==> config.mk <==
export PLATFORM = sky130hd
export DESIGN_NAME = popcount_arbiter
export DESIGN_NICKNAME = d
export VERILOG_FILES = /design/src/rtl/popcount_arbiter.sv
export SDC_FILE = /design/constraint.sdc
export NUM_CORES = 1
export LEC_CHECK = 0
export ABC_CLOCK_PERIOD_IN_PS = 1700
export CAP_MARGIN = 10
export CORE_ASPECT_RATIO = 1.75
export CORE_MARGIN = 2
export CORE_UTILIZATION = 25
export CTS_BUF_LIST = sky130_fd_sc_hd__clkbuf_2 sky130_fd_sc_hd__clkbuf_4 sky130_fd_sc_hd__clkbuf_8
export CTS_CLUSTER_DIAMETER = 60
export DETAILED_ROUTE_END_ITERATION = 16
export PLACE_DENSITY = 0.63
export SETUP_SLACK_MARGIN = 0.15
export SYNTH_ARGS = -nofsm -noshare
export SYNTH_HDL_FRONTEND = slang
export SYNTH_SLANG_ARGS = --single-unit
==> constraint.sdc <==
create_clock -name clk_i -period 1.7 [get_ports clk_i]
set_input_delay 0.255 -clock clk_i [delete_from_list [all_inputs] [get_ports clk_i]]
set_output_delay 0.255 -clock clk_i [all_outputs]
set_load 0.01 [all_outputs]
==> src/rtl/popcount_arbiter.sv <==
// rtl/popcount_arbiter.sv - round-robin arbiter sharing one population-count unit
//
// Grants one requester at a time, forwards its operand to an external
// population-count unit, waits for the result under a watchdog and returns
// the count (or a timeout error) to the granted requester.

module popcount_arbiter #(
   parameter int NUM_REQ    = 4,
   parameter int DATA_WIDTH = 32,
   parameter int TIMEOUT    = 64
) (
   input  logic                                 clk_i,
   input  logic                                 rst_n_i,
   input  logic [NUM_REQ-1:0]                   req_valid_i,
   input  logic [NUM_REQ-1:0][DATA_WIDTH-1:0]   req_operand_i,
   output logic [NUM_REQ-1:0]                   req_ready_o,
   output logic [NUM_REQ-1:0]                   rsp_valid_o,
   input  logic [NUM_REQ-1:0]                   rsp_ready_i,
   output logic [$clog2(DATA_WIDTH):0]          rsp_count_o,
   output logic                                 rsp_error_o,
   output logic                                 pc_data_valid_o,
   output logic [DATA_WIDTH-1:0]                pc_operand_o,
   input  logic                                 pc_idle_i,
   input  logic                                 pc_data_valid_i,
   input  logic [$clog2(DATA_WIDTH):0]          pc_pop_count_i,
   output logic                                 busy_o
);

   localparam int IDX_W  = $clog2(NUM_REQ);
   localparam int IDX_W1 = IDX_W + 1;
   localparam int CNT_W  = $clog2(DATA_WIDTH) + 1;
   localparam int WD_W   = $clog2(TIMEOUT);

   localparam logic [IDX_W-1:0] LAST_IDX  = IDX_W'(NUM_REQ - 1);
   localparam logic [IDX_W:0]   NUM_REQ_X = IDX_W1'(NUM_REQ);
   localparam logic [WD_W-1:0]  WD_LAST   = WD_W'(TIMEOUT - 1);

   localparam logic [1:0] S_IDLE  = 2'd0;
   localparam logic [1:0] S_ISSUE = 2'd1;
   localparam logic [1:0] S_BUSY  = 2'd2;
   localparam logic [1:0] S_RESP  = 2'd3;

   logic [1:0]            state_q;
   logic [IDX_W-1:0]      rr_ptr_q;
   logic [IDX_W-1:0]      tag_q;
   logic [DATA_WIDTH-1:0] operand_q;
   logic [CNT_W-1:0]      count_q;
   logic                  error_q;
   logic [WD_W-1:0]       wd_q;

   logic                  grant_found;
   logic [IDX_W-1:0]      grant_idx;
   logic [IDX_W:0]        cand;
   logic                  grant_en;
   logic                  rsp_ack;
   logic                  unit_done;

   // Search requesters starting at rr_ptr, wrapping, for the first valid one
   always_comb begin
      grant_found = 1'b0;
      grant_idx   = '0;
      cand        = '0;
      for (int i = 0; i < NUM_REQ; i++) begin
         cand = {1'b0, rr_ptr_q} + IDX_W1'(i);
         if (cand >= NUM_REQ_X) begin
            cand = cand - NUM_REQ_X;
         end
         if (!grant_found && req_valid_i[cand[IDX_W-1:0]]) begin
            grant_found = 1'b1;
            grant_idx   = cand[IDX_W-1:0];
         end
      end
   end

   // Reset gates the grant so no accept strobe leaks out while rst_n_i is low
   assign grant_en  = rst_n_i && (state_q == S_IDLE) && pc_idle_i && grant_found;
   assign rsp_ack   = (state_q == S_RESP) && rsp_ready_i[tag_q];
   assign unit_done = pc_idle_i && pc_data_valid_i;

   // One-hot accept strobe and result-valid decode
   always_comb begin
      req_ready_o = '0;
      rsp_valid_o = '0;
      if (grant_en) begin
         req_ready_o[grant_idx] = 1'b1;
      end
      if (state_q == S_RESP) begin
         rsp_valid_o[tag_q] = 1'b1;
      end
   end

   assign pc_data_valid_o = (state_q == S_ISSUE);
   assign pc_operand_o    = operand_q;
   assign rsp_count_o     = count_q;
   assign rsp_error_o     = error_q;
   assign busy_o          = (state_q != S_IDLE);

   // Job FSM: grant, start the unit, wait under watchdog, hold the response
   always_ff @(posedge clk_i or negedge rst_n_i) begin
      if (!rst_n_i) begin
         state_q   <= S_IDLE;
         rr_ptr_q  <= '0;
         tag_q     <= '0;
         operand_q <= '0;
         count_q   <= '0;
         error_q   <= 1'b0;
         wd_q      <= '0;
      end else begin
         case (state_q)
            S_IDLE: begin
               if (grant_en) begin
                  operand_q <= req_operand_i[grant_idx];
                  tag_q     <= grant_idx;
                  state_q   <= S_ISSUE;
               end
            end
            S_ISSUE: begin
               wd_q    <= '0;
               state_q <= S_BUSY;
            end
            S_BUSY: begin
               wd_q <= wd_q + WD_W'(1);
               // A result arriving on the last watchdog cycle still wins
               if (unit_done) begin
                  count_q <= pc_pop_count_i;
                  error_q <= 1'b0;
                  state_q <= S_RESP;
               end else if (wd_q == WD_LAST) begin
                  count_q <= '0;
                  error_q <= 1'b1;
                  state_q <= S_RESP;
               end
            end
            S_RESP: begin
               if (rsp_ack) begin
                  rr_ptr_q <= (tag_q == LAST_IDX) ? '0 : tag_q + IDX_W'(1);
                  state_q  <= S_IDLE;
               end
            end
            default: begin
               state_q <= S_IDLE;
            end
         endcase
      end
   end

endmodule

==> impl_metrics.csv <==
group,metric,value,unit
status,outcome,"finished with violations",
status,violations,"setup timing",
critical_path,slowest_delay,0.44,ns
synthesis,synth_common_cells,"51 x dfrtp_1, 42 x nand2_1, 40 x nor2_1, 32 x a222oi_1, 32 x a31oi_1",
critical_path,rr_worst_depth,8,
detailed_routing,wl_per_cell,18.8,µm
clock_tree,holdBufCountCts,0,
clock_tree,cts_num_sinks,51,
synthesis,synth_cells,309,
critical_path,worstSetupEndpointType,"primary output",
synthesis,synth_edf_count,0,
sta,fmax,0.495,GHz
sta,fin_tns_setup,-7.02,ns
clock_tree,clockBufferDepth,2,
global_route,grt_pass1_vias,3652,
global_route,antenna_found_initial,1,
synthesis,post_synth_instance_area,2900,µm²
flow_run,cap_violations,0,
clock_tree,cts_root_buf,"clkbuf_8",
critical_path,reg2reg_slack,-0.21,ns
sta,max_slew_margin,53.3,%
critical_path,cpMostUsedCell,"a21oi_2",
critical_path,critical_path_class,"flop to primary output",
floorplanning,io_pins,195,
cells_and_area,nets,698,
synthesis,synth_compound_area_share,27.0,%
critical_path,critPathCapture,"req_ready_o[2]",
critical_path,crit_required,1.44,ns
detailed_routing,finalWirelength,12800,µm
power_and_ir_drop,peakVddDrop,0.838,mV
cells_and_area,drive_gt1_share,23.2,%
floorplanning,die_h,146,µm
critical_path,cp_max_fo,5,
sta,period_share,119,%
clock_tree,clk_pin_slew,0.11,ns
clock_tree,clock_latency,0.32,ns
detailed_routing,dr_total_vias,3525,
critical_path,cp_num_cells,7,
sta,fin_skew,0.0133,ns
global_route,overflow,0,
synthesis,ys_warn_count,0,
place,io_buffers,194,
critical_path,cp-start-kind,"flop",
synthesis,synthFlopType,"dfrtp_1",
floorplanning,rows,52,
synthesis,yosysUniqueCellTypes,43,
critical_path,crit_chain,"buf_4 -> nand2b_4 -> a21oi_4 -> a21oi_2 -> or3_4 -> a21oi_2 -> buf_2",
critical_path,arrival,1.76,ns
clock_tree,cts_tree,"done",
synthesis,syn_area_per_cell,9.39,µm²
power_and_ir_drop,p_leak,2.41,nW
critical_path,timing.rr.start,"rr_ptr_q[1]",
place,place_ws,-0.830,ns
synthesis,yosys.area_share.simple,15.4,%
power_and_ir_drop,powerDensity,1400,nW/µm²
critical_path,r2r_end,"pc_operand_o[23]",
synthesis,synth_area_leader_cell,"dfrtp_1",
synthesis,ys_ff_latch,51,
synthesis,synthArstFlopShare,100,%
cells_and_area,area_delta_synth_final,101,%
synthesis,synth_most_common_cell,"dfrtp_1",
critical_path,startpoint,"rr_ptr_q[0]",
global_route,grt_util_all_layers,18.1,%
synthesis,synth-seq-area-share,44.0,%
global_route,grt_pass1_wl,17900,µm
place,gp_congestion,0.826,
detailed_routing,dr.pass1.iters,6,
critical_path,critPathTopFamily,"flip-flops",
synthesis,synthAdderAreaFrac,4.31,%
worst_hold_path,min_path_type,"primary input to asynchronous set/reset pin",
detailed_routing,ant_nets,0,
floorplanning,start_util,25.3,%
detailed_routing,drc,0,
sta,hold_viol_final,0,
synthesis,synth_top_family_by_area,"compound AO/OA/AOI/OAI gates",
sta,rsz0062_at_grt,"yes",
detailed_routing,drtIter0Drc,260,
synthesis,synth_area_leaders,"dfrtp_1 44%, a222oi_1 11%, a31oi_1 6.9%",
critical_path,cp_slowest_cell,"dfrtp_2",
synthesis,netlist.area_leader.share,44.0,%
sta,setup-violations-final,42,
synthesis,syn_nets,465,
synthesis,muxShareOfSynthArea,2.24,%
sta,min_period,2.02,ns
place,dp_hpwl,8230,µm
detailed_routing,vias_per_cell,5.19,
sta,setup_ws,-0.320,ns
sta,slew_viol_final,0,
floorplanning,fp.dieW,85.4,µm
floorplanning,coreArea,11500,µm²
floorplanning,dieArea,12500,µm²
critical_path,path_buf_inv,2,
synthesis,synth_xor_area_share,0.302,%
global_route,grt_max_degree,68,
sta,tightestPinTransition,0.700,ns
clock_tree,cts_buffers,5,
clock_tree,cts.htree.levels,2,
-- layer usage --
layer	global-route usage, %	up-vias	wire, µm
li1	-	1641	-
met1	18.8	1706	4450
met2	35.0	161	7300
met3	3.73	17	772
met4	6.03	0	263
met5	0	-	0
-- final cells by class --
type | count | area, µm²
Clock inverter | 2 | 16.3
Sequential cell | 51 | 1280
Inverter | 10 | 42.5
Clock buffer | 6 | 82.6
Antenna cell | 1 | 2.50
Fill cell | 1083 | 5620
Multi-Input combinational cell | 221 | 1620
Timing Repair Buffer | 253 | 2620
Tap cell | 135 | 169
-- worst min-delay path: cells and delay by family --
family   cells  cell delay [ns]
buf+inv      3             0.75
-- cell usage in the layout (no fill, tap or decap), types with 3 or more instances in the layout --
cell	Yosys	layout
a21oi_1	9	5
a222oi_1	32	32
a22o_1	7	7
a31oi_1	32	32
and2_1	5	3
buf_12	0	8
buf_2	3	5
buf_4	2	31
buf_6	6	21
clkbuf_16	0	4
clkbuf_8	0	6
clkdlybuf4s50_1	0	173
dfrtp_1	51	49
dlymetal6s2s_1	0	7
ha_1	10	3
ha_2	0	5
inv_1	9	3
inv_2	0	6
nand2_1	42	38
nand2_2	1	4
nand2b_1	4	3
nor2_1	40	37
nor2_4	0	3
o21ai_0	8	7
o21ai_2	1	3
-- per-stage QoR --
stage                     instances  hold WS (ns)  utilization (%)  instance area [µm²]  power [mW]
after floorplan                 309       -0.0406                -                 2970        4.28
after global placement          644         0.483             45.3                 5190        6.43
after detailed placement        644         0.483             45.3                 5190        6.50
after CTS                       660         0.200             47.3                 5410        7.62
after global routing            679         0.264             51.0                 5840        8.72
final                           679         0.192             51.0                 5840        8.16
-- sequential cells by signal, summed over array words and instances, names as in the netlist --
| register | cells |
|---|---|
| pc_operand_o | 32 |
| rr_ptr_q | 2 |
| rsp_count_o | 6 |
| rsp_error_o | 1 |
| state_q | 2 |
| tag_q | 2 |
| wd_q | 6 |
-- where the power goes --
part	total (mW)	switching [mW]	internal [mW]	leakage [nW]
sequential	2.14	0.356	1.78	0.602
clock	0.797	0.463	0.334	0.0474
combinational	5.22	2.23	2.99	1.76
-- cell families after synthesis --
family | after synthesis
compound gates | 100
xor+xnor | 1
buf+inv | 37
simple gates | 105
flops | 51
mux | 5
fa+ha+maj | 10
-- worst min-delay path by stage --
stage / depth (start not counted) / slack [ns] / to / start
2_1_floorplan: 0 / -0.04 / pc_operand_o[0] / rst_n_i
3_3_place_gp: 2 / 0.48 / rsp_error_o / rsp_error_o
3_5_place_dp: 2 / 0.48 / rsp_error_o / rsp_error_o
4_1_cts: 3 / 0.20 / pc_operand_o[2] / rst_n_i
5_1_grt: 3 / 0.26 / pc_operand_o[28] / rst_n_i
6_report: 3 / 0.19 / pc_operand_o[11] / rst_n_i
-- timing repair --
item	CTS	global route
pin swaps	20	18
setup buffers	7	10
cloned	1	8
setup endpoints to repair	52	59
resized for setup	73	53
Power figures use the tool's default switching activity.
